**config.mk**
```make
export PLATFORM = sky130hd
export DESIGN_NAME = uart_packet_tx
export DESIGN_NICKNAME = d
export VERILOG_FILES = /design/src/rtl/uart_pkt_pkg.sv /design/src/rtl/uart_packet_tx_byte.sv /design/src/rtl/uart_packet_tx.sv
export SDC_FILE = /design/constraint.sdc
export NUM_CORES = 1
export LEC_CHECK = 0
export BUFFER_PORTS_ARGS = -buffer_cell sky130_fd_sc_hd__buf_2
export CAP_MARGIN = 10
export CORE_MARGIN = 8
export CORE_UTILIZATION = 35
export DETAILED_ROUTE_END_ITERATION = 8
export GPL_ROUTABILITY_DRIVEN = 1
export GPL_TIMING_DRIVEN = 0
export PLACE_DENSITY = 0.62
export REMOVE_ABC_BUFFERS = 1
export SYNTH_ARGS = -nofsm -noshare
export SYNTH_HDL_FRONTEND = slang
export SYNTH_SLANG_ARGS = --single-unit
```
**constraint.sdc**
```tcl
create_clock -name clk -period 2.5 [get_ports clk]
set_input_delay 0.125 -clock clk [delete_from_list [all_inputs] [get_ports clk]]
set_output_delay 0.125 -clock clk [all_outputs]
set_load 0.03 [all_outputs]
```
**src/rtl/uart_pkt_pkg.sv**
```systemverilog
// Constants, state encoding and checksum helper shared by the packet transmitter
// and the packet receiver on the adder link.
package uart_pkt_pkg;

   localparam logic [15:0] PKT_HEADER = 16'hBACD;
   localparam int unsigned PKT_BYTES  = 19;
   localparam int unsigned PKT_BITS   = 152;

   typedef enum logic [2:0] {
      IDLE,
      START,
      DATA,
      STOP,
      GAP
   } tx_state_t;

   // (hdr + a + b) mod 256 depends only on the low byte of each term.
   function automatic logic [7:0] pkt_checksum(input logic [15:0] hdr,
                                               input logic [63:0] a,
                                               input logic [63:0] b);
      logic [7:0] w_sum;
      w_sum = hdr[7:0] + a[7:0] + b[7:0];
      return w_sum;
   endfunction

endpackage

```
**src/rtl/uart_packet_tx_byte.sv**
```systemverilog
// Single-byte 8N1 serialiser with valid/ready/busy/done handshake; back-to-back bytes chain
// without idle time. Optional inter-byte idle bit enabled by UART_PKT_TX_GAP_EN.
module uart_byte_tx
   import uart_pkt_pkg::*;
#(
   parameter int unsigned c_lim = 868
) (
   input  logic       clk,
   input  logic       i_rst,
   input  logic       i_valid,
   input  logic [7:0] i_data,
   output logic       o_tx,
   output logic       o_busy,
   output logic       o_ready,
   output logic       o_done
);

   localparam int unsigned TW = (c_lim > 1) ? $clog2(c_lim) : 1;

   tx_state_t       r_state, w_state_nx;
   logic [TW-1:0]   r_timer, w_timer_nx;
   logic [2:0]      r_bit, w_bit_nx;
   logic [7:0]      r_data, w_data_nx;
   logic            r_tx, w_tx_nx;
   logic            r_done, w_done_nx;
   logic            w_tick;

   assign w_tick  = (r_timer == TW'(c_lim - 1));
   // Ready on the last cycle of STOP so the next byte's START follows on the same edge.
   assign o_ready = (r_state == IDLE) || ((r_state == STOP) && w_tick);
   assign o_busy  = (r_state != IDLE);
   assign o_tx    = r_tx;
   assign o_done  = r_done;

   always_ff @(posedge clk) begin
      if (i_rst) begin
         r_state <= IDLE;
         r_timer <= '0;
         r_bit   <= '0;
         r_data  <= '0;
         r_tx    <= 1'b1;
         r_done  <= 1'b0;
      end else begin
         r_state <= w_state_nx;
         r_timer <= w_timer_nx;
         r_bit   <= w_bit_nx;
         r_data  <= w_data_nx;
         r_tx    <= w_tx_nx;
         r_done  <= w_done_nx;
      end
   end

   always_comb begin
      w_state_nx = r_state;
      w_timer_nx = (r_state == IDLE || w_tick) ? '0 : r_timer + TW'(1);
      w_bit_nx   = r_bit;
      w_data_nx  = r_data;
      w_tx_nx    = r_tx;
      w_done_nx  = 1'b0;
      case (r_state)
         IDLE: begin
            w_tx_nx = 1'b1;
            if (i_valid) begin
               w_data_nx  = i_data;
               w_state_nx = START;
               w_tx_nx    = 1'b0;
            end
         end
         START: begin
            if (w_tick) begin
               w_state_nx = DATA;
               w_bit_nx   = 3'd0;
               w_tx_nx    = r_data[0];
            end
         end
         DATA: begin
            if (w_tick) begin
               if (r_bit == 3'd7) begin
                  w_state_nx = STOP;
                  w_tx_nx    = 1'b1;
               end else begin
                  w_bit_nx = r_bit + 3'd1;
                  w_tx_nx  = r_data[r_bit + 3'd1];
               end
            end
         end
         STOP: begin
            if (w_tick) begin
               if (i_valid) begin
                  w_data_nx  = i_data;
`ifdef UART_PKT_TX_GAP_EN
                  w_state_nx = GAP;
                  w_tx_nx    = 1'b1;
`else
                  w_state_nx = START;
                  w_tx_nx    = 1'b0;
`endif
               end else begin
                  w_state_nx = IDLE;
                  w_tx_nx    = 1'b1;
                  w_done_nx  = 1'b1;
               end
            end
         end
`ifdef UART_PKT_TX_GAP_EN
         GAP: begin
            if (w_tick) begin
               w_state_nx = START;
               w_tx_nx    = 1'b0;
            end
         end
`endif
         default: begin
            w_state_nx = IDLE;
            w_tx_nx    = 1'b1;
         end
      endcase
   end

endmodule

```
**src/rtl/uart_packet_tx.sv**
```systemverilog
// UART 8N1 transmitter for the 19-byte adder-link packet (header, two operands, checksum).
// Optional one-bit idle gap between bytes: define UART_PKT_TX_GAP_EN.
module uart_packet_tx
   import uart_pkt_pkg::*;
#(
   parameter int unsigned c_clkfreq  = 100000000,
   parameter int unsigned c_baudrate = 115200
) (
   input  logic        clk,
   input  logic        rst_i,
   input  logic        start_i,
   input  logic [63:0] sayi1_i,
   input  logic [63:0] sayi2_i,
   output logic        tx_o,
   output logic        busy_o,
   output logic        tx_done_o
);

   localparam int unsigned c_lim = c_clkfreq / c_baudrate;

   logic [PKT_BITS-1:0] r_shift;
   logic [4:0]          r_idx;
   logic                w_busy;
   logic                w_ready;
   logic                w_done;
   logic                w_first;
   logic                w_more;
   logic                w_valid;
   logic [7:0]          w_byte;

   // Header MSB goes straight to the serialiser so the start bit leaves on the accept edge;
   // the shift register then holds bytes 1..18 left-aligned.
   assign w_first = start_i & ~w_busy;
   assign w_more  = w_busy & (r_idx != 5'(PKT_BYTES - 1));
   assign w_valid = w_first | w_more;
   assign w_byte  = w_first ? PKT_HEADER[15:8] : r_shift[PKT_BITS-1 -: 8];

   always_ff @(posedge clk) begin
      if (rst_i) begin
         r_shift <= '0;
         r_idx   <= '0;
      end else if (w_first) begin
         r_shift <= {PKT_HEADER[7:0], sayi1_i, sayi2_i,
                     pkt_checksum(PKT_HEADER, sayi1_i, sayi2_i), 8'h00};
         r_idx   <= '0;
      end else if (w_more && w_ready) begin
         r_shift <= r_shift << 8;
         r_idx   <= r_idx + 5'd1;
      end
   end

   uart_byte_tx #(
      .c_lim (c_lim)
   ) u_byte_tx (
      .clk     (clk),
      .i_rst   (rst_i),
      .i_valid (w_valid),
      .i_data  (w_byte),
      .o_tx    (tx_o),
      .o_busy  (w_busy),
      .o_ready (w_ready),
      .o_done  (w_done)
   );

   assign busy_o    = w_busy;
   assign tx_done_o = w_done;

endmodule
```
-- Word-level counts from Yosys, hierarchy flattened
Index checks and enable logic that the tools add are counted.
W data, S select, Z words.
- add/subtract/negate cells: 5
- $lt $le $gt $ge: 1
- reduce and logical (&&, ||, !) cells: 16
- eq/ne operators: 12
- mux-type cells: 25
- bitwise logic cells: 6
- operators with widths (kind ; number):
    $mux W152 ; 2
    $mux W3 ; 8
    $mux W8 ; 3
    $pmux W8 S2 ; 1
    $pmux W3 S4 ; 1
    $add A10 B1 Y10 const B ; 1
    $eq A10 B10 Y1 const B ; 1
    $ne A2 B1 Y1 const B ; 5
    $add A8 B8 Y8 ; 1
    $add A8 B8 Y8 const A ; 1
    $mux W1 ; 7
    $eq A3 B2 Y1 const B ; 2
    $pmux W3 S2 ; 1
    $reduce_bool A2 Y1 ; 3
    $add A5 B1 Y5 const B ; 1
    $ne A5 B5 Y1 const B ; 1
    $reduce_and A5 Y1 ; 1
    $lt A3 B4 Y1 const B ; 1
    $pmux W1 S4 ; 1
    $reduce_and A4 Y1 ; 1
    $reduce_or A2 Y1 ; 2
    $add A3 B1 Y3 const B ; 1
    $bmux W1 S3 ; 1
    $eq A3 B1 Y1 const B ; 1
    12 further kinds ; 17
- register bits after elaboration: 175
- input port bits: 131
- logic and storage cells: 74

-- Longest topological paths before layout
Gate-level depths: netlist of the first run.
- depth after elaboration: 7
- mapped depth: 9
- depth with buffers taken out: 9

-- Cells and area by module
A second synthesis of the first run with hierarchy kept.
- cell total of the unflattened synthesis: 869
- area, all modules: 7467.2 um2
- by module, submodules not included (module ; cells each ; instances ; area an instance (um2) ; seq. area each (um2)):
    uart_packet_tx ; 732 ; 1 ; 6213.5 ; 2982.9
    uart_byte_tx ; 137 ; 1 ; 1253.7 ; 500.5

-- Worst setup path before layout of the first run
Ideal clock, no wire load.
- path type: input -> register
- start: input port sayi1_i[1]
- end: register r_shift[15]
- buffers on the path: 0
- data required time: 2.394 ns
- setup time: 0.106 ns
- stages: 7
- data arrival time: 1.789 ns
- slack: 0.605 ns
- cell sequence: ha_1 ha_1 fa_1 a211o_1 a211oi_1 o2111ai_1 o311ai_0
- cells in the longest elaborated chain, start to end: 3
- ends and longest elaborated chain (item ; line ; source):
    from (decl) ; uart_packet_tx.sv:12 ; input logic [63:0] sayi1_i,
    $add A8 B8 Y8 (2 in a row) ; uart_pkt_pkg.sv:22 ; w_sum = hdr[7:0] + a[7:0] + b[7:0];
    $mux W152 ; uart_packet_tx.sv:42 ; end else if (w_first) begin
    to (signal assigned) ; uart_packet_tx.sv:43 ; r_shift <= {PKT_HEADER[7:0], sayi1_i, sayi2_i,
    to (signal assigned) ; uart_packet_tx.sv:47 ; r_shift <= r_shift << 8;
    to (decl) ; uart_packet_tx.sv:21 ; logic [PKT_BITS-1:0] r_shift;
Every way passes these cells.
A chain may end at the register's enable or synchronous reset.

-- Final worst setup path of the first run
- start: register u_byte_tx.r_state[0]
- end: register r_shift[14]
- cells in the longest elaborated chain, start to end: 5
- elaborated cells between the ends (all ways): 11
- ends and longest elaborated chain (item ; line ; source):
    from (decl) ; uart_packet_tx_byte.sv:20 ; tx_state_t r_state, w_state_nx;
    from (signal assigned) ; uart_packet_tx_byte.sv:44 ; r_state <= w_state_nx;
    $eq A3 B2 Y1 ; uart_packet_tx_byte.sv:30 ; assign o_ready = (r_state == IDLE) || ((r_state == STOP) && w_tick);
    $logic_and A1 B1 Y1 ; uart_packet_tx_byte.sv:30 ;
    $logic_or A1 B1 Y1 ; uart_packet_tx_byte.sv:30 ;
    $logic_and A1 B1 Y1 ; uart_packet_tx.sv:46 ; end else if (w_more && w_ready) begin
    $reduce_bool A2 Y1 (no line) ; - ;
Several ways; a longest one is shown, not always the timed one.

==> results.md, run 1 <==
Pwr:
- Dividing total power by cell area gives a power density of 850 mW/mm2.
- The analysis attributes to cell leakage a power of ~3.8 nW.
- The peak supply drop is a little under 500 uV.

Cells and area:
- From synthesis to final layout, the design area changed by 31.2%.
- The net count of the finished layout is between 1k and 1.5k.
- Of the cells placed in the final design, the portion with a size suffix greater than 1 is between 10% and 20%.
- The filler cell count in the final layout is roughly 2.1k.
- Across the whole layout, storage elements account for ~0.0035 mm2.
- The multi-input combinational cell area is around 0.0038 mm2.
- Measured on the finished design, the core utilization comes to a little under half.

Global route:
- The number of antenna violations at the first check in global routing is 6.
- The via count of the first global-routing pass was around 7.0k.
- In the global route stage, overall resource usage came out at between 10% and 20%.
- Entering global routing, the biggest net connects 81 pins.
- For this run the aggregate overflow at the end of global routing stands at 0.
- The first global-routing pass estimated about 36000 um of wire.

Routing:
- In the routed design, unresolved DRC markers number 0.
- The detailed router placed 7423 vias in this run.
- Using the TritonRoute via totals, the vias-per-cell ratio works out to about 5.5.
- The first detailed-routing pass ran for 5 iterations.
- The wire length reported by the detailed router is about 24000 um.
- After the first detailed-routing iteration, the DRC count stood at just under 600.
- After detailed routing, the average wire length per cell comes to around 18 um.
- The number of routed nets with antenna violations is 0.

Synthesis:
- The portion of the post-synthesis area used by sequential elements is 45.2%.
- The cell count after synthesis is between 800 and 900.
- The flip-flop and latch count after synthesis is 174.
- Counting flops with a built-in enable in the synthesized netlist gives 0.
- After synthesis, the mean cell area works out to slightly below 9 um2.
- The mux cell area share after synthesis is less than 1%.
- The share of flip-flops with an asynchronous set or reset after synthesis is 0%.
- The largest family of logic cells by synthesized area is compound AO/OA/AOI/OAI gates.
- The cell area after synthesis is 0.00771 mm2.
- The synthesis warning total is 0.
- The fraction of the mapped netlist area in compound gates is between 20% and 30%.
- The most common flop cell mapped by yosys is dfxtp_1.
- After Yosys synthesis, full adders, half adders and majority gates account for around 3.8% of the synthesized area.
- The synthesized netlist devotes about 17% of its cell area to simple gates.
- Yosys mapped the design onto 58 distinct sky130hd cell types.
- Of the total synthesized cell area, the portion taken by XOR and XNOR cells is 1.36%.

Floorplanning:
- Pin placement for this block handled between 100 and 150 I/O pins.
- After floorplanning, the core was divided into 54 placement rows.
- The die outline height is approximately 160 um.
- For this configuration, the core starts out at a cell density of ~36%.
- The width of the chip is ~160 um.
- The area of the core is about 0.022 mm2.
- The area enclosed by the die boundary is 0.0270 mm2.

Setup path:
- The kind of launch point of the worst setup path is a flop.
- Data on the critical path arrives at its endpoint at approximately 2.6 ns.
- The worst setup path is captured at a flop.
- The worst setup path is of the flop to flop kind.
- For the worst flop-to-flop path, the logic depth is 7.
- Of all nets on the critical path, the largest fanout is 56.
- For the worst setup path, the data required time is 2.78 ns.

STA:
- Setup violations remaining at the end of the flow were counted as 0.
- The final-report hold violation count is 0.
- Setup repair after global routing left no endpoint under its margin.
- The max-slew violation count is 0.
- For the pin with the worst max-slew slack, the measured transition is 0.961 ns.
- The final critical delay including setup and external delays is between 2 and 2.5 ns.
- Based on the critical path, the design can be clocked at up to 424 MHz.
- The ratio of final minimum period to clock period is a little over nine tenths.
- The tightest slew margin relative to the limit is 35.9%.
- The worst setup skew after layout is roughly 0.016 ns.
- Hold is met by around 0.021 ns.

Clock network:
- The clock tree buffer depth is 2.
- The clock net in this run drives a total of between 150 and 200 sinks.
- The H-tree depth is 4.
- For the worst-skew pair, the clock arrives at the later sink with an insertion delay of 0.42 ns.
- TritonCTS built the clock tree.
- In this run, CTS created clock tree buffers numbering 17.
- After clock tree synthesis, the clock-pin slew on the worst setup and hold paths is 0.07 ns.
- The master cell of the clock root buffer is clkbuf_16.

Hold path:
- The number of cells on the worst hold path is 3.
- The type of the worst min-delay path is input port to flop.

Placed design:
- Once detailed placement completed, the half-perimeter wirelength came to about 13000 um.
- Buffers placed on the I/O ports in this run total around 130.
- The final weighted congestion in routability-driven placement is 0.843.

Job:
- The max-capacitance violation count is 0.

Outcome:
- The run finished with clean final reports.
## cell type report
cell class | instances | area share, %
clock buffers | 19 | 4.38
clock inverters | 12 | 1.34
well taps | 280 | 3.46
repair buffers | 231 | 17.4
inverters | 24 | 0.891
multi-input cells | 604 | 38.1
flip-flops and latches | 174 | 34.4
diodes | 1 | 0.0247
## cells in the mapped netlist (2+ instances only)
master     count  area (um2)
dfxtp_1      174        3480
a21oi_1      138         691
nand3_1      125         626
a22oi_1      117         878
clkbuf_1      46         173
nor2_1        36         135
buf_2         25         125
nor3_1        25         125
inv_1         24        90.1
nand2_1       24        90.1
ha_1          22         275
o21ai_0       11        55.1
o221ai_1      10        87.6
buf_4          9        67.6
nand4_1        9        56.3
a31oi_1        7        43.8
xnor2_1        7        61.3
a211oi_1       6        45.0
xor2_1         5        43.8
or3_1          4        25.0
a311oi_1       3        26.3
and3_1         3        18.8
buf_1          3        11.3
nor2b_1        3        18.8
nor3b_1        3        22.5
a211o_1        2        17.5
a21o_1         2        15.0
and2_1         2        12.5
and4bb_2       2        25.0
mux4_2         2        45.0
nand2b_1       2        12.5
nand4bb_1      2        22.5
o2111ai_1      2        17.5
## cells in the final DEF, fill, tap and decap left out, drive strengths merged, types with 2 or more instances in the layout
cell type / instances
xnor2: 7
clkbuf: 20
o221ai: 10
nor3b: 4
nand4: 12
clkinvlp: 4
a21o: 2
a211oi: 6
and3: 3
buf: 142
nor2b: 3
xor2: 5
mux4: 2
nor2: 36
nand2: 25
a31oi: 7
nand4bb: 2
bufinv: 2
a311oi: 3
o2111ai: 2
and4bb: 2
or3: 4
o21ai: 11
dlygate4sd3: 88
a22oi: 117
nand3: 125
and4: 3
nand2b: 2
clkinv: 3
o31ai: 2
and2: 3
or3b: 2
a21oi: 138
ha: 22
nor3: 26
inv: 27
a211o: 2
dfxtp: 174
## where the power goes
group,total [mW],leakage [nW],switching (mW),internal (mW)
combinational,2.39,2.10,1.41,0.984
sequential,3.54,1.43,0.262,3.28
clock,2.66,0.272,1.16,1.50
total,8.60,3.80,2.83,5.77
## repair_timing
item | CTS | global route
gates cloned | 3 | 3
pin swaps | 2 | 1
setup endpoints to repair | 148 | 130
setup buffers | 1 | 2
resized for setup | 3 | 2
hold buffers | 88 | 0
endpoints found under the hold margin | 88 | 0
## worst max-delay path, cell delays in order (launching register included)
cell,delay (ns)
dfxtp_1,0.40
inv_1,0.09
ha_2,0.31
and4b_4,0.45
nand4_4,0.30
buf_16,0.33
a32oi_1,0.23
a21oi_1,0.08
## stage by stage
| stage | area, um2 | total power [mW] | worst slack (ns) | instances | TNS, ns |
|---|---|---|---|---|---|
| after global placement | 8350 | 5.58 | -3.68 | 1210 | -492.29 |
| after floorplan | 7330 | 5.11 | -1.66 | 797 | -205.87 |
| after detailed placement | 8540 | 5.84 | -0.471 | 1216 | -30.72 |
| final | 10100 | 8.60 | 0.141 | 1345 | 0 |
| after global routing | 10100 | 9.11 | 0.0148 | 1345 | 0 |
| after CTS | 10000 | 8.63 | -0.0382 | 1339 | -0.0382 |
## registers in the layout (all words and copies together), names as in the netlist
| register | cells |
|---|---|
| u_byte_tx.r_state | 2 |
| u_byte_tx.o_tx | 1 |
| r_shift | 144 |
| r_idx | 5 |
| u_byte_tx.r_bit | 3 |
| u_byte_tx.r_timer | 10 |
| u_byte_tx.o_done | 1 |
| u_byte_tx.r_data | 8 |
## cell families (layout without fill, tap and decap cells)
logic type / Yosys count / count (layout)
AO/OA/AOI/OAI: 308 / 308
AND/OR/NAND/NOR: 252 / 257
flip-flops: 174 / 174
buffers and inverters: 107 / 286
adder cells (fa/ha/maj): 23 / 23
XOR/XNOR: 12 / 12
multiplexers: 4 / 4
other: 0 / 1
## worst paths after layout
path | startpoint | endpoint | slack, ns
worst max-delay path | u_byte_tx.r_state[0] | r_shift[14] | 0.14
worst min-delay path | sayi2_i[0] | r_shift[16] | 0.02
worst max register to register | u_byte_tx.r_state[0] | r_shift[14] | 0.14
worst min register to register | r_shift[149] | r_shift[149] | 0.46
## layer usage
metal	track usage (%)	vias to the layer above	wire, um
li1	-	3643	-
met1	21.5	3563	10800
met2	26.7	183	11400
met3	4.91	24	1310
met4	3.32	10	195
met5	0	-	56
Power figures use the tool's default switching activity.
==> run 2: changes to the inputs <==
--- a/config.mk
+++ b/config.mk
@@ -13,7 +13,6 @@
 export GPL_ROUTABILITY_DRIVEN = 1
 export GPL_TIMING_DRIVEN = 0
 export PLACE_DENSITY = 0.62
-export REMOVE_ABC_BUFFERS = 1
 export SYNTH_ARGS = -nofsm -noshare
 export SYNTH_HDL_FRONTEND = slang
 export SYNTH_SLANG_ARGS = --single-unit
==> results.md, run 2 (synthesis results as in run 1) <==
Outcome:
- The flow ran to the end, and the final reports show no timing, DRC or antenna violations.

Routing:
- The detailed-route vias per instance is 5.49 (-0.47%).
- The wire length reported by the detailed router came to 25200 um (+5.8%).
- The number of detailed-route iterations in the first pass is 6 (+1).
- The mean routed wirelength per cell is 18.0 um (+1.7%).
- The via count is 7685 (+3.5%).
- The number of remaining DRC errors is 0 (unchanged).
- The DRC marker count from the first detailed-route iteration is 752 (+28%).
- The number of routed nets with antenna violations came to 0 (unchanged).

STA:
- Setup repair after global routing left no endpoint under its margin.
- The worst setup skew after layout is 0.00948 ns (-0.00608 ns).
- The final-report hold violation count is 0 (unchanged).
- The setup total negative slack is 0 ns (unchanged).
- The timing-limited maximum frequency is 436 MHz (+3.0%).
- The total setup violations reported at the end of the flow is 0 (unchanged).
- The slew of the pin with the lowest slew margin is 0.788 ns (-0.173 ns).
- The tightest slew margin relative to the limit is 47.1% (+11 points).
- The ratio of final minimum period to clock period came to 91.6% (-2.7 points).
- The max-slew violation count is 0 (unchanged).
- The final critical delay including setup and external delays is 2.29 ns (-0.0676 ns).

Setup path:
- The number of cells on the worst reg-to-reg path is 8 (+1).
- The most critical setup path has its startpoint at u_byte_tx.r_state[0].
- The register-to-register setup slack is 0.21 ns (+0.07 ns).
- STA classifies the critical path startpoint as a flop.
- The startpoint identified for the worst register-to-register timing path is u_byte_tx.r_state[0].
- The worst setup path is captured at a flop.
- The worst endpoint data arrival time came to 2.66 ns (+0.02 ns).
- The required time at the endpoint of the critical path is 2.87 ns (+0.09 ns).
- The highest fanout seen on the critical path came to 10 (-82%).
- In this run the critical register-to-register path is captured at r_shift[20].
- The class of the most critical setup path is flop to flop.

Cells and area:
- The filler cell count in the final layout was 2106 (+0.48%).
- The flip-flop count of the largest register, all copies and words added was 144 (unchanged).
- Relative to the synthesized area, the layout overhead comes to 29.9%.
- The share of layout cells above drive strength 1 was 19.2% (+0.77 points).
- The library cell used most frequently in the layout, excluding fill and tap cells, is dfxtp_1.
- The largest registers in the layout are r_shift: 144 flops, u_byte_tx.r_timer: 10 flops, u_byte_tx.r_data: 8 flops.
- The final non-filler cell total is 1399 (+4.0%).
- The post-route standard cell area excluding fillers is 0.0100 mm2 (-0.98%).
- The top register by number of flip-flops is r_shift.
- The layout net count is 1256 (+4.1%).
- The top cell types in the final layout, fill and taps aside, are 174 x dfxtp_1, 157 x buf_2, 138 x a21oi_1.

Hold path:
- The type of the worst min-delay path is input port to flop.
- The worst hold path endpoint is r_shift[134].
- The number of cells on the worst hold path came to 3 (unchanged).
- The worst hold path begins at sayi1_i[54].

Clock network:
- The clock sink count came to 174 (unchanged).
- TritonCTS built the clock tree.
- The number of setup buffers added after CTS came to 0 (-1).
- The clock tree buffer depth is 2 (unchanged).
- The latest clock arrival within the worst-skew pair is 0.44 ns (+0.02 ns).
- The clock slew seen by the registers of the worst setup and hold paths is 0.07 ns (about the same).
- The H-tree depth is 4 (unchanged).
- The CTS buffer count came to 17 (unchanged).
- The master cell of the clock root buffer is clkbuf_16.

Synthesis:
- The number of nets in the synthesized netlist is 1034.

Global route:
- The maximum number of pins on one net before global-route repair came to 17 (-79%).
- The total routing resource utilization after global routing is 18.5% (+2.0 points).
- The number of antenna violations at the first check in global routing is 4 (-2).
- The final global-route overflow total is 0 (unchanged).
- The via count of the first global-routing pass is 7526 (+7.3%).
- The wire length of the first global-routing pass is 39500 um (+8.6%).

Floorplanning:
- The area enclosed by the die boundary is 0.0270 mm2 (unchanged).
- The starting density of the core is 35.5% (unchanged).
- The die outline height is 164 um (unchanged).
- The width of the chip is 164 um (unchanged).
- The count of standard-cell rows is 54 (unchanged).
- The top-level I/O count is 134 (unchanged).
- The area of the core is 0.0217 mm2 (unchanged).

Placed design:
- The final weighted congestion in routability-driven placement is 0.803 (-4.7%).
- The post-detailed-placement half-perimeter wirelength is 18100 um (+38%).
- The total placed cells including tap cells is 1292 (+6.3%).
- The count of input and output buffers was 132 (-0.75%).
- The placed cell area is 0.00872 mm2 (+2.1%).

Job:
- The max-capacitance violation count came to 0 (unchanged).

Pwr:
- The peak supply drop is 552 uV (+11%).
- The static leakage was 3.79 nW (-0.29%).
- The total power per unit cell area was 859 mW/mm2 (+1.1%).
run 2: cell count changes in the layout (fill, tap and decap cells not counted), moves of 5 or more:
cell and change:
buf_2 +25, clkbuf_1 +43, buf_16 -5, buf_4 +6, dlygate4sd3_1 -17
run 2: layout make-up:
cell class	instances	area, um2	share of cell area, %
inverters	24	90.1	0.900
clock buffers	19	443	4.42
clock inverters	13	129	1.29
plain buffers	83	380	3.80
repair buffers	203	1370	13.7
diodes	4	10.0	0.100
flip-flops and latches	174	3480	34.8
well taps	280	350	3.50
multi-input cells	599	3760	37.5
run 2: per-layer routing:
metal | vias up | wire (um) | track usage [%]
li1 | 3747 | - | -
met2 | 227 | 11900 | 29.7
met4 | 2 | 694 | 7.62
met3 | 48 | 1250 | 3.71
met1 | 3661 | 11300 | 24.0
met5 | - | 10 | 0
run 2: worst max-delay path, stage by stage, from the launching register on:
cell and delay (ns):
dfxtp_1 0.41, inv_1 0.09, ha_1 0.23, buf_4 0.18, nand2_2 0.19, clkbuf_2 0.35
buf_1 0.41, o21ai_0 0.19, a31oi_1 0.17
run 2: how the worst max path moves through the flow:
| stage | end | depth (start not counted) |
|---|---|---|
| after CTS | r_shift[20] | 8 |
| after global placement | r_shift[20] | 8 |
| after detailed placement | r_shift[23] | 8 |
| after global routing | r_shift[55] | 8 |
| final | r_shift[20] | 8 |
| after floorplan | r_shift[15] | 7 |
run 2: metrics by stage:
| stage | utilization [%] | worst slack [ns] | hold WS (ns) | power, mW |
|---|---|---|---|---|
| after floorplan | - | 0.605 | 0.322 | 5.21 |
| after global placement | 40.2 | 0.0715 | 0.410 | 5.91 |
| after detailed placement | 40.2 | 0.00626 | 0.421 | 5.94 |
| after CTS | 46.1 | 0.00414 | 0.000733 | 8.62 |
| after global routing | 46.2 | 0.0558 | 0.00413 | 9.10 |
| final | 46.2 | 0.209 | 0.000900 | 8.61 |
run 2: what timing repair did:
action	CTS	global route
hold endpoints to repair	71	0
gates cloned	0	0
gates resized for setup	1	4
endpoints found under the setup margin	2	109
hold buffers	71	0
run 2: report_power, final:
part | total, mW | internal [mW] | switching, mW
registers | 3.58 | 3.28 | 0.303
clock network | 2.61 | 1.42 | 1.19
logic | 2.42 | 0.972 | 1.45
total | 8.61 | 5.67 | 2.93
==> run 3: changes to the inputs <==
--- a/config.mk
+++ b/config.mk
@@ -7,7 +7,7 @@
 export LEC_CHECK = 0
 export BUFFER_PORTS_ARGS = -buffer_cell sky130_fd_sc_hd__buf_2
 export CAP_MARGIN = 10
-export CORE_MARGIN = 8
+export CORE_MARGIN = 1
 export CORE_UTILIZATION = 35
 export DETAILED_ROUTE_END_ITERATION = 8
 export GPL_ROUTABILITY_DRIVEN = 1
==> results.md, run 3 (synthesis results as in run 1) <==
Pwr:
- The proportion of power drawn by the clock network is 31.1% (+0.8 points).
- The total power per unit cell area is 880 mW/mm2 (+2.4%).
- The internal power summed over all cells is 5.81 mW (+2.5%).
- The switching power share of the total is 33.0% (-1.1 points).
- The peak supply drop is 558 uV (+1.1%).
- The net switching power figure is 2.86 mW (-2.5%).
- The part of the total power dissipated in sequential elements is 41.3% (-0.3 points).
- The static leakage is 3.73 nW (-1.6%).
- The combinational fraction of design power is 27.6% (-0.5 points).

Floorplanning:
- The count of standard-cell rows was 53 (-1.9%).
- The starting density of the core is 36.2% (+0.67 points).
- The width of the chip is 150 um (-8.5%).
- The area enclosed by the die boundary was 0.0226 mm2 (-16%).
- The top-level I/O count was 134 (unchanged).
- The area of the core is 0.0213 mm2 (-1.9%).
- The die outline height was 150 um (-8.5%).

Routing:
- The wire length reported by the detailed router is 24100 um (-4.3%).
- The number of detailed-route iterations in the first pass came to 5 (-1).
- The number of routed nets with antenna violations was 0 (unchanged).
- The detailed-route vias per instance is 5.53 (+0.63%).
- The number of remaining DRC errors is 0 (unchanged).
- The via count is 7601 (-1.1%).
- The DRC marker count from the first detailed-route iteration was 484 (-36%).
- The mean routed wirelength per cell was 17.5 um (-2.7%).

Setup path:
- The startpoint of the lowest-slack register-to-register path is u_byte_tx.r_state[0].
- The category of the worst setup path capture point is a flop.
- The endpoint of the worst register-to-register path is r_shift[61].
- The class of the most critical setup path is flop to flop.
- The number of cells on the worst reg-to-reg path was 8 (unchanged).
- Walking the worst path, the cells encountered are inv_1 > ha_1 > buf_4 > nand2_2 > clkbuf_2 > clkbuf_1 > o221ai_1 > nor2_1.
- The worst stage delay on the critical path is 0.44 ns (+0.03 ns).
- The register-to-register setup slack is 0.24 ns (+0.04 ns).
- The largest individual stage delay along the critical path comes from the cell clkbuf_1.
- The required time at the endpoint of the critical path is 2.87 ns (about the same).
- STA classifies the critical path startpoint as a flop.
- The startpoint of the worst setup timing path is u_byte_tx.r_state[0].
- The highest fanout seen on the critical path is 10 (unchanged).
- The worst endpoint data arrival time is 2.63 ns (-0.03 ns).

Cells and area:
- The top register by number of flip-flops is r_shift.
- The largest registers in the layout are r_shift: 144 flops, u_byte_tx.r_timer: 10 flops, u_byte_tx.r_data: 8 flops.
- The flip-flop count of the largest register, all copies and words added came to 144 (unchanged).
- The area growth from synthesis to layout is 27.9%.
- The filler cell count in the final layout is 2132 (+1.2%).
- The share of layout cells above drive strength 1 came to 19.4% (+0.21 points).
- The library cell used most frequently in the layout, excluding fill and tap cells, is dfxtp_1.
- The post-route standard cell area excluding fillers was 0.00986 mm2 (-1.6%).
- The multi-input combinational cell area was 0.00376 mm2 (unchanged).
- The post-route core utilization is 46.3% (+0.14 points).
- Leaving out fill and tap cells, the most frequent cells in the layout are 174 x dfxtp_1, 157 x buf_2, 138 x a21oi_1.
- The layout net count came to 1239 (-1.4%).
- The combined flip-flop and latch cell area is 0.00348 mm2 (unchanged).

Global route:
- The wire length of the first global-routing pass is 38000 um (-3.9%).
- The maximum number of pins on one net before global-route repair is 17 (unchanged).
- The via count of the first global-routing pass is 7329 (-2.6%).
- The total routing resource utilization after global routing was 21.6% (+3.1 points).
- The number of antenna violations at the first check in global routing was 0 (-4).
- The final global-route overflow total is 0 (unchanged).

STA:
- The worst hold slack is 0.000407 ns (-0.000493 ns).
- Setup repair after global routing left no endpoint under its margin.
- The ratio of final minimum period to clock period is 90.2% (-1.4 points).
- The worst setup skew after layout came to 0.00709 ns (-0.00239 ns).
- The final-report hold violation count came to 0 (unchanged).
- The timing-limited maximum frequency came to 443 MHz (+1.6%).
- The final critical delay including setup and external delays is 2.26 ns (-0.0351 ns).
- The setup total negative slack was 0 ns (unchanged).
- The tightest slew margin relative to the limit was 40.6% (-6.5 points).
- The total setup violations reported at the end of the flow is 0 (unchanged).
- The slew of the pin with the lowest slew margin came to 0.884 ns (+0.0963 ns).
- The max-slew violation count is 0 (unchanged).

Outcome:
- The flow ran to the end, and the final reports show no timing, DRC or antenna violations.

Clock network:
- The clock slew seen by the registers of the worst setup and hold paths was 0.07 ns (about the same).
- The clock sink count came to 174 (unchanged).
- The H-tree depth was 4 (unchanged).
- The latest clock arrival within the worst-skew pair is 0.43 ns (about the same).
- The number of setup buffers added after CTS was 0 (unchanged).
- The clock tree buffer depth is 2 (unchanged).
- The CTS tree is built.
- The master cell of the clock root buffer is clkbuf_16.
- The CTS buffer count is 17 (unchanged).

Hold path:
- The type of the worst min-delay path is input port to flop.
- The number of cells on the worst hold path is 3 (unchanged).
- The path with the worst hold slack has its endpoint at r_shift[77].
- The worst min-delay path startpoint is sayi2_i[61].

Placed design:
- The placed cell area came to 0.00871 mm2 (about the same).
- The count of input and output buffers was 132 (unchanged).
- The final weighted congestion in routability-driven placement is 0.803 (about the same).
- The post-detailed-placement half-perimeter wirelength came to 17300 um (-4.5%).

Synthesis:
- The number of nets in the synthesized netlist is 1034 (unchanged).

Job:
- The max-capacitance violation count came to 0 (unchanged).
==> run 3: changes by cell type in the layout (fill, tap and decap cells not counted) <==
| cell | change |
|---|---|
| bufinv_16 | +1 |
| clkbuf_1 | +1 |
| clkbuf_8 | +3 |
| clkinv_2 | +1 |
| diode_2 | -2 |
| dlygate4sd3_1 | -17 |
| inv_6 | -5 |
| inv_8 | -1 |
==> run 3: power by group through the flow <==
stage / Sequential, mW / Clock (mW) / Combinational (mW)
after floorplan: 3.54 / 0 / 1.67
after detailed placement: 3.63 / 0 / 2.31
after global placement: 3.63 / 0 / 2.29
final: 3.59 / 2.69 / 2.39
after global routing: 3.63 / 2.84 / 2.68
after CTS: 3.58 / 2.71 / 2.38
==> run 3: worst max path at each step <==
stage                              to  slack [ns]  cells past startpoint
after global placement    r_shift[23]        0.06                      8
after CTS                 r_shift[61]        0.03                      8
after detailed placement  r_shift[15]        0.08                      8
after floorplan           r_shift[15]        0.61                      7
after global routing      r_shift[35]        0.04                      8
final                     r_shift[61]        0.24                      8
==> run 3: area by class of cell <==
class / count / share of cell area [%]
Tap cell: 275 / 3.49
Multi-Input combinational cell: 599 / 38.1
Buffer: 83 / 3.86
Sequential cell: 174 / 35.3
Timing Repair Buffer: 186 / 12.2
Antenna cell: 2 / 0.0508
Clock inverter: 9 / 1.10
Inverter: 24 / 0.914
Clock buffer: 23 / 4.95
==> run 3: metal layers <==
| metal | wire length (um) | part of all wire [%] | global-route usage, % |
|---|---|---|---|
| met1 | 11100 | 46 | 29.5 |
| met2 | 11400 | 48 | 34.5 |
| met3 | 1120 | 4.6 | 2.94 |
| met4 | 424 | 1.8 | 8.08 |
| met5 | 0 | 0 | 0 |
==> run 3: worst max-delay path: cells and delay by family (launching register included) <==
family / cells / cell delay [ns]
simple gates: 2 / 0.33
compound gates: 1 / 0.24
fa+ha+maj: 1 / 0.21
buf+inv: 4 / 1.01
flops: 1 / 0.39
==> run 3: timing repair <==
action / in CTS / in global routing
gates resized for setup: 0 / 6
setup endpoints to repair: 0 / 89
hold buffers: 54 / 0
hold endpoints to repair: 54 / 0
==> run 3: through the flow <==
step | total power [mW] | instances | setup WS (ns)
2_1_floorplan | 5.21 | 880 | 0.605
3_3_place_gp | 5.92 | 1287 | 0.0586
3_5_place_dp | 5.94 | 1287 | 0.0807
4_1_cts | 8.67 | 1373 | 0.0311
5_1_grt | 9.15 | 1373 | 0.0420
6_report | 8.67 | 1375 | 0.244
